--- src/rtl/rr_arb_n_if.sv ---
// ============================================================================
// Module      : rr_arb_n_if
// Description : Request/grant bundle between N bus masters and rr_arb_n.
//               The lock signal exists only when ARB_LOCK_EN is defined.
// Revision    : 1.0 - initial release
// ============================================================================
`default_nettype none

interface rr_arb_n_if #(
    parameter int N = 4
);
    localparam int ID_W = (N > 1) ? $clog2(N) : 1;

    logic [N-1:0]    request;
    logic [N-1:0]    grant;
    logic            grant_valid;
    logic [ID_W-1:0] grant_id;
`ifdef ARB_LOCK_EN
    logic            lock;

    modport master (output request, output lock, input grant, input grant_valid, input grant_id);
    modport slave  (input request, input lock, output grant, output grant_valid, output grant_id);
`else
    modport master (output request, input grant, input grant_valid, input grant_id);
    modport slave  (input request, output grant, output grant_valid, output grant_id);
`endif

endinterface

`default_nettype wire

--- src/rtl/rr_arb_n.sv ---
// ============================================================================
// Module      : rr_arb_n
// Description : N-requester round-robin arbiter with registered one-hot grant,
//               gapless handover and bounded hold time. Optional owner lock
//               enabled by defining ARB_LOCK_EN.
// Revision    : 1.0 - initial release
// ============================================================================
`default_nettype none

module rr_arb_n #(
    parameter int N        = 4,
    parameter int MAX_HOLD = 8
) (
    input  wire logic  clk,
    input  wire logic  reset_n,
    rr_arb_n_if.slave  arb
);

    localparam int ID_W   = (N > 1) ? $clog2(N) : 1;
    localparam int c_HC_W = (MAX_HOLD > 2) ? $clog2(MAX_HOLD) : 1;

    localparam logic [c_HC_W-1:0] c_HOLD_LAST = (MAX_HOLD == 0) ? '0 : c_HC_W'(MAX_HOLD - 1);
    localparam logic [ID_W-1:0]   c_LAST_ID   = ID_W'(N - 1);
    localparam logic [ID_W:0]     c_N_EXT     = (ID_W + 1)'(N);

    typedef enum logic [0:0] {
        S_IDLE  = 1'b0,
        S_OWNED = 1'b1
    } state_t;

    state_t            r_state;
    state_t            w_state_nxt;
    logic [N-1:0]      r_grant;
    logic [N-1:0]      w_grant_nxt;
    logic [ID_W-1:0]   r_grant_id;
    logic [ID_W-1:0]   w_grant_id_nxt;
    logic [ID_W-1:0]   r_ptr;
    logic [ID_W-1:0]   w_ptr_nxt;
    logic [c_HC_W-1:0] r_hold_cnt;
    logic [c_HC_W-1:0] w_hold_nxt;

    logic [N-1:0]      w_others;
    logic [N-1:0]      w_search_vec;
    logic [N-1:0]      w_onehot;
    logic [ID_W-1:0]   w_owner_succ;
    logic [ID_W-1:0]   w_start;
    logic [ID_W-1:0]   w_win;
    logic              w_found;
    logic              w_owner_req;
    logic              w_at_limit;
    logic              w_lock;

`ifdef ARB_LOCK_EN
    assign w_lock = arb.lock;
`else
    assign w_lock = 1'b0;
`endif

    // Circular first-set search: start, start+1, ..., N-1, 0, ..., start-1.
    function automatic logic [ID_W:0] f_rr_search(input logic [N-1:0] vec,
                                                  input logic [ID_W-1:0] start);
        logic            found;
        logic [ID_W-1:0] win;
        logic [ID_W:0]   idx;
        found = 1'b0;
        win   = '0;
        for (int k = 0; k < N; k++) begin
            idx = {1'b0, start} + (ID_W + 1)'(k);
            if (idx >= c_N_EXT) begin
                idx = idx - c_N_EXT;
            end
            if (!found && vec[idx[ID_W-1:0]]) begin
                found = 1'b1;
                win   = idx[ID_W-1:0];
            end
        end
        return {found, win};
    endfunction

    always_comb begin
        w_others     = arb.request & ~r_grant;
        w_owner_req  = |(arb.request & r_grant);
        w_owner_succ = (r_grant_id == c_LAST_ID) ? '0 : r_grant_id + ID_W'(1);
        w_search_vec = (r_state == S_IDLE) ? arb.request : w_others;
        w_start      = (r_state == S_IDLE) ? r_ptr : w_owner_succ;
        {w_found, w_win} = f_rr_search(w_search_vec, w_start);
        w_onehot     = N'(1) << w_win;
        w_at_limit   = (MAX_HOLD != 0) && (r_hold_cnt == c_HOLD_LAST) && !w_lock;
    end

    always_comb begin
        w_state_nxt    = r_state;
        w_grant_nxt    = r_grant;
        w_grant_id_nxt = r_grant_id;
        w_ptr_nxt      = r_ptr;
        w_hold_nxt     = r_hold_cnt;
        case (r_state)
            S_IDLE: begin
                if (w_found) begin
                    w_state_nxt    = S_OWNED;
                    w_grant_nxt    = w_onehot;
                    w_grant_id_nxt = w_win;
                    w_hold_nxt     = '0;
                end
            end
            S_OWNED: begin
                // Owner release and hold-limit preemption share the same handover path.
                if (!w_owner_req || ((|w_others) && w_at_limit)) begin
                    w_ptr_nxt  = w_owner_succ;
                    w_hold_nxt = '0;
                    if (w_found) begin
                        w_grant_nxt    = w_onehot;
                        w_grant_id_nxt = w_win;
                    end else begin
                        w_state_nxt    = S_IDLE;
                        w_grant_nxt    = '0;
                        w_grant_id_nxt = '0;
                    end
                end else if (!w_lock && (MAX_HOLD != 0) && (r_hold_cnt != c_HOLD_LAST)) begin
                    w_hold_nxt = r_hold_cnt + c_HC_W'(1);
                end
            end
            default: begin
                w_state_nxt    = S_IDLE;
                w_grant_nxt    = '0;
                w_grant_id_nxt = '0;
            end
        endcase
    end

    always_ff @(posedge clk or negedge reset_n) begin
        if (!reset_n) begin
            r_state    <= S_IDLE;
            r_grant    <= '0;
            r_grant_id <= '0;
            r_ptr      <= '0;
            r_hold_cnt <= '0;
        end else begin
            r_state    <= w_state_nxt;
            r_grant    <= w_grant_nxt;
            r_grant_id <= w_grant_id_nxt;
            r_ptr      <= w_ptr_nxt;
            r_hold_cnt <= w_hold_nxt;
        end
    end

    assign arb.grant       = r_grant;
    assign arb.grant_valid = (r_state == S_OWNED);
    assign arb.grant_id    = r_grant_id;

endmodule

`default_nettype wire
--- src/flat_wrapper.sv ---
// flat-port wrapper written by rule: the top's interface ports become plain ports
module rr_arb_n_flat 
#(
    parameter int N        = 4,
    parameter int MAX_HOLD = 8
)
  (clk, reset_n, arb_request, arb_grant, arb_grant_valid, arb_grant_id);
  rr_arb_n_if #(.N(N)) arb_i ();
  input  wire logic clk;
  input  wire logic reset_n;
  input wire logic [$bits(arb_i.request)-1:0] arb_request;
  output wire logic [$bits(arb_i.grant)-1:0] arb_grant;
  output wire logic [$bits(arb_i.grant_valid)-1:0] arb_grant_valid;
  output wire logic [$bits(arb_i.grant_id)-1:0] arb_grant_id;
  assign arb_i.request = arb_request;
  assign arb_grant = arb_i.grant;
  assign arb_grant_valid = arb_i.grant_valid;
  assign arb_grant_id = arb_i.grant_id;
  rr_arb_n #(.N(N), .MAX_HOLD(MAX_HOLD)) u_core (.clk(clk), .reset_n(reset_n), .arb(arb_i));
endmodule
--- config.mk ---
export PLATFORM = sky130hd
export DESIGN_NAME = rr_arb_n_flat
export DESIGN_NICKNAME = d
export VERILOG_FILES = /design/src/rtl/rr_arb_n_if.sv /design/src/rtl/rr_arb_n.sv /design/src/flat_wrapper.sv
export SDC_FILE = /design/constraint.sdc
export NUM_CORES = 1
export LEC_CHECK = 0
export ABC_AREA = 1
export CAP_MARGIN = 15
export CORE_MARGIN = 10
export CORE_UTILIZATION = 55
export DETAILED_ROUTE_END_ITERATION = 10
export GPL_ROUTABILITY_DRIVEN = 0
export MAX_ROUTING_LAYER = met4
export PLACE_DENSITY = 0.79
export SLEW_MARGIN = 0
export SYNTH_ARGS = -nofsm -noshare
export SYNTH_HDL_FRONTEND = slang
export SYNTH_SLANG_ARGS = --single-unit
--- constraint.sdc ---
create_clock -name clk -period 2.3 [get_ports clk]
set_input_delay 0.46 -clock clk [delete_from_list [all_inputs] [get_ports clk]]
set_output_delay 0.46 -clock clk [all_outputs]
set_load 0.01 [all_outputs]
==> metrics.txt <==
status finished, final reports clean; Max Slew Vio Count 0; largest net degree at the start of global routing 13; clock latency on the worst-skew pair 0.28 ns; Fmax achieved 474 MHz; measured slew at the worst slew-check pin 0.553 ns; WL final roughly 2800 um; crit path max fanout 6; Synth Register Bits 12; max layer used met4; post-synth top area cell dfrtp_1; synth top area cells dfrtp_1, nand2_1, nand3_1; Bufs on Longest Clock Path 2; worst relative slew slack 0.630; P&R area growth vs syn 17.4%; most common cell in the netlist nand2_1; cell count after synthesis 170; post-synthesis sequential area ratio 0.267; Setup crit end u_core.arb.grant[1]; Setup WS pre-CTS around 0.03 ns; most used cell, CP nand2_1; Clk pin slew, worst setup/hold paths 0.08 ns; count of unresolved DRC violations after routing 0; count of flip-flops with a built-in enable after synthesis 0; post-detail-place hpwl roughly 2300 um; Synth Area in Compound Gates 0.0668; Worst Setup End Kind register; Initial DRC Count 65; layout cell share with drive strength beyond 1 0.187; Post-layout nets 197; drt pass-1 iters 4; Initial Util 0.573; CP peak stage delay 0.44 ns; Post-synth top cells nand2_1, nand3_1, nand2_2; CTS tree done; Antenna Nets Post-Route 0; Design Area, Final 0.00132 mm2; die area 0.00425 mm2; Placed Area 0.00128 mm2; post-layout worst setup margin 0.192 ns; Synth cell types 26; Final Hold Vio Count 0; clock tree sinks 12; Avg Cell Area, Syn approximately 6.6 um2; port buffer count 12; H-tree depth 1; largest family of logic cells by synthesized area simple AND/OR/NAND/NOR gates; CP max stage cell dfrtp_1; n_diodes 0; RSZ-0062 raised after global routing no; maxcap violations 0; Critical Path Source u_core.arb.grant_id[1]; setup slack, reg-to-reg 0.19 ns; FF-to-FF End u_core.arb.grant[1]; met3 wire length roughly 130 um; setup TNS 0 ns; number of global-route vias before repair 1,140; final worst path period need about 2.1 ns; YS warnings 0; vias per inst ~5.4; share of the synthesized area in the top cell type 0.267; met2 routed WL 1300 um; xor-xnor portion of the synthesized cell area 0; critical-path cell list ha_1 -> inv_1 -> nand2_1 -> nand2_2 -> nand3_1 -> nand2_2 -> nand2_1 -> clkinv_1 -> nor2_2 -> nand3_4 -> nand2_2 -> nand2_1 -> nand3_1 -> nand2_1; I/O Pins 13; first-pass GRT wire length 4950 um; cts bufs inserted 3; core box area a little under 0.002 mm2; crit share post-route 0.917; R2R cell count 14; Simple-Gate Fraction of Synth Area 0.569; Most used DFF post-synth dfrtp_1; setup bufs post-CTS 0; vias after detailed routing 1,157; Adder-Cell Fraction of Synth Area 0.0334; kind of critical path register to register; CP arrival roughly 2.3 ns; post-synthesis mux area share 0; total track usage 0.146; Met1 Wirelength 1290 um; grt total ovfl 0; Critical Path RT 2.48 ns; FFs w/ async S/R, synth 1.00; Syn Std Cell Area around 0.0011 mm2; Final setup viols 0; Avg WL per Cell 12.9 um; Worst Hold Class primary input to async pin; reg2reg start u_core.arb.grant_id[1]; crit start category register; Syn Nets 179; Root Buffer clkbuf_4; Rows 16; clock skew 0.00298 ns; DIE WIDTH 65.2 um; die height approximately 65 um; initial antenna violation count 0
metal layers:
metal  vias up  GRT usage
met2        25      0.239
met5         -          -
met3         7     0.0424
met4         0     0.0455
met1       531      0.169
li1        594          -
sequential cells by signal (all words and copies together), names as in the netlist:
register,count
u_core.arb.grant,4
u_core.r_hold_cnt,3
u_core.arb.grant_id,2
u_core.r_ptr,2
u_core.arb.grant_valid,1
stage by stage:
step | utilization | hold slack (ns) | std cells
3_3_place_gp | 0.651 | 0.500 | 210
5_1_grt | 0.672 | 0.551 | 214
2_1_floorplan | - | 0.164 | 170
3_5_place_dp | 0.651 | 0.513 | 210
6_report | 0.672 | 0.528 | 214
4_1_cts | 0.670 | 0.533 | 214
worst min path at each step:
stage	startpoint	to	slack (ns)	cells past startpoint
6_report	reset_n	u_core.r_hold_cnt[0]	0.53	1
5_1_grt	reset_n	u_core.r_hold_cnt[0]	0.55	1
4_1_cts	u_core.r_ptr[1]	u_core.r_ptr[1]	0.53	2
3_5_place_dp	u_core.r_ptr[1]	u_core.r_ptr[1]	0.51	2
3_3_place_gp	u_core.r_ptr[1]	u_core.r_ptr[1]	0.50	2
2_1_floorplan	reset_n	u_core.arb.grant[0]	0.16	0
worst max-delay path, delay by kind of cell (launching register included):
family        cells  cell delay (ns)
fa+ha+maj         1             0.32
flops             1             0.44
simple gates     11             1.08
buf+inv           2             0.15
layout by cell type (no fill, tap or decap), types with 2 or more instances in the layout:
cell type,synthesis,layout
a21oi_1,3,3
buf_4,0,3
clkbuf_4,0,3
clkdlybuf4s50_1,0,12
dfrtp_1,12,12
ha_1,3,3
inv_1,11,11
nand2_1,64,64
nand2_2,16,15
nand2_4,2,3
nand3_1,22,22
nand3_2,2,2
nand4_1,6,6
nor2_1,9,9
o21ai_0,4,4
o21ai_1,2,2
kinds of logic (layout without fill, tap and decap cells):
kind of cell | after synthesis | after routing
adders and majority gates | 3 | 3
and+or+nand+nor | 128 | 128
DFF | 12 | 12
buffers and inverters | 15 | 32
AOI/OAI and AO/OA | 12 | 12
area by class of cell:
type | instances | area, um2
Fill cell | 194 | 643
Timing Repair Buffer | 15 | 143
Inverter | 13 | 48.8
Tap cell | 27 | 33.8
Multi-Input combinational cell | 143 | 757
Sequential cell | 12 | 300
Clock buffer | 4 | 36.3
timing repair:
action                                  4_1_cts  5_1_grt
endpoints found under the setup margin        0        3
endpoints found under the hold margin         0        0
gates resized for setup                       0        1
hold buffers                                  0        0
Power is not shown: default switching activity piles up to over one toggle a cycle in this logic, so the estimate is an artifact.
==> variant (same flow settings) <==
Reset style: synchronous (`reset_n`), changed in one clocked block.
--- a/src/rtl/rr_arb_n.sv
+++ b/src/rtl/rr_arb_n.sv
@@ -129,5 +129,5 @@
     end
 
-    always_ff @(posedge clk or negedge reset_n) begin
+    always_ff @(posedge clk) begin
         if (!reset_n) begin
             r_state    <= S_IDLE;
Function: differs if reset_n is asserted again (counterexample within 4 cycles, from zero or initial values and one cycle with reset_n low); with reset_n held inactive, the same outputs for 10 cycles.
==> variant against the original RTL <==
- routed wire length fell by 6.2%
- setup slack improved by 0.084 ns
- final area fell by 6.0%
- clock skew fell by 0.0010 ns
- synthesized area fell by 4.1%
- critical endpoint is now u_core.arb.grant[1]
- cell count fell by 4.7%
- sequential cell count did not move
- highest routed layer unchanged
Power is left out: the tool's default activity adds up to more than one toggle a clock period on the data nets, which glitch-free logic cannot reach.
==> variant: results (changes against the original RTL) <==
* Drt total wl at 2.60 mm (-6.2%)
* Crit path to: u_core.arb.grant[1]
* Critical path peak fanout at 12 (+6)
* Ys async rst share at 0% (-100 points)
* DP Area at 1220 um^2 (-4.7%)
* Tot GR Track Use at 13.5% (-1.1 points)
* Number of global-route vias before repair at 1,026 (-10%)
* Average size of a mapped cell at 6.57 um^2 (-0.61%)
* Via count of the routed design at 1,125 (-2.8%)
* Drt via density at 5.51 (+2.0%)
* First-pass GRT wire length at 4.57 mm (-7.8%)
* Iter 0 DRT Violations at 45 (-31%)
* Cells after DPL at 201 (-4.3%)
* Min-Delay Path Class: reg -> reg
* Synth cell count leaders: 43 x nand2_1, 18 x nand3_1, 17 x inv_1, 17 x nand2_2, 13 x a21oi_1
* Critical path arrival at 2.22 ns (-0.07 ns)
* Layout cell share with drive strength beyond 1 at 20.7% (+2.0 points)
* Skew final at 0.00196 ns (-0.00102 ns)
* Status: finished clean
* CP startpoint: arb_request[1]
* Post-Syn Nets at 173 (-3.4%)
* # port buffers at 12 (unchanged)
* Cell variety after synth at 27 (+3.8%)
* Largest net degree at the start of global routing at 13 (unchanged)
* HPWL after detailed placement at 2.10 mm (-6.8%)
* Worst r2r src: u_core.arb.grant_id[0]
* Synth area leaders: dfxtp_1 22%, nand2_1 15%, nand2_2 9.9%
* Post-synthesis sequential area ratio at 22.3% (-4.4 points)
* Synth Flop Type: dfxtp_1
* Nets at 190 (-3.6%)
* Worst Reg-to-Reg Cells at 13 (-1)
* Reg-to-reg slack, setup at 0.29 ns (+0.10 ns)
* Relative slew slack at 77.9% (+15 points)
variant: area by class of cell:
cell class / count / area [um^2]
Multi-Input combinational cell: 130 / 732
Fill cell: 155 / 543
Sequential cell: 12 / 240
Timing Repair Buffer: 15 / 143
Inverter: 19 / 71.3
Tap cell: 25 / 31.3
Clock buffer: 3 / 22.5
variant: worst min-delay path by stage:
stage | start | to | slack (ns)
global placement | u_core.r_ptr[1] | u_core.r_ptr[1] | 0.47
detailed placement | u_core.r_ptr[1] | u_core.r_ptr[1] | 0.48
finish | u_core.r_ptr[1] | u_core.r_ptr[1] | 0.49
global route | u_core.r_ptr[1] | u_core.r_ptr[1] | 0.53
CTS | u_core.r_ptr[1] | u_core.r_ptr[1] | 0.49
floorplan | u_core.r_ptr[1] | u_core.r_ptr[1] | 0.45
variant: per-stage QoR:
stage	util [%]	setup WS, ns
after floorplan	-	0.452
after global placement	68.3	0.0756
after detailed placement	68.3	0.0153
after CTS	69.5	0.303
after global routing	69.5	0.0981
final	69.5	0.276
variant: kinds of logic after synthesis:
family	Yosys count	synth area share, %
AOI/OAI and AO/OA	22	12.5
adders and majority gates	3	3.48
buffers and inverters	22	9.76
DFF	12	22.3
and+or+nand+nor	105	51.9
variant: worst max-delay path, stage by stage:
cell and delay, ns:
clkdlybuf4s50_1 0.45, inv_1 0.06, a21oi_1 0.25, nand2_2 0.12
nand3_1 0.09, nand2_1 0.18, nand3b_4 0.15, nand2_4 0.11
inv_1 0.12, nand3_1 0.10, a21oi_1 0.13
variant: routing by layer:
layer	wire (um)	vias to the layer above	track usage, %
li1	-	572	-
met1	1170	509	16.8
met2	1210	40	20.7
met3	197	4	4.53
met4	14	0	2.94
met5	0	-	-
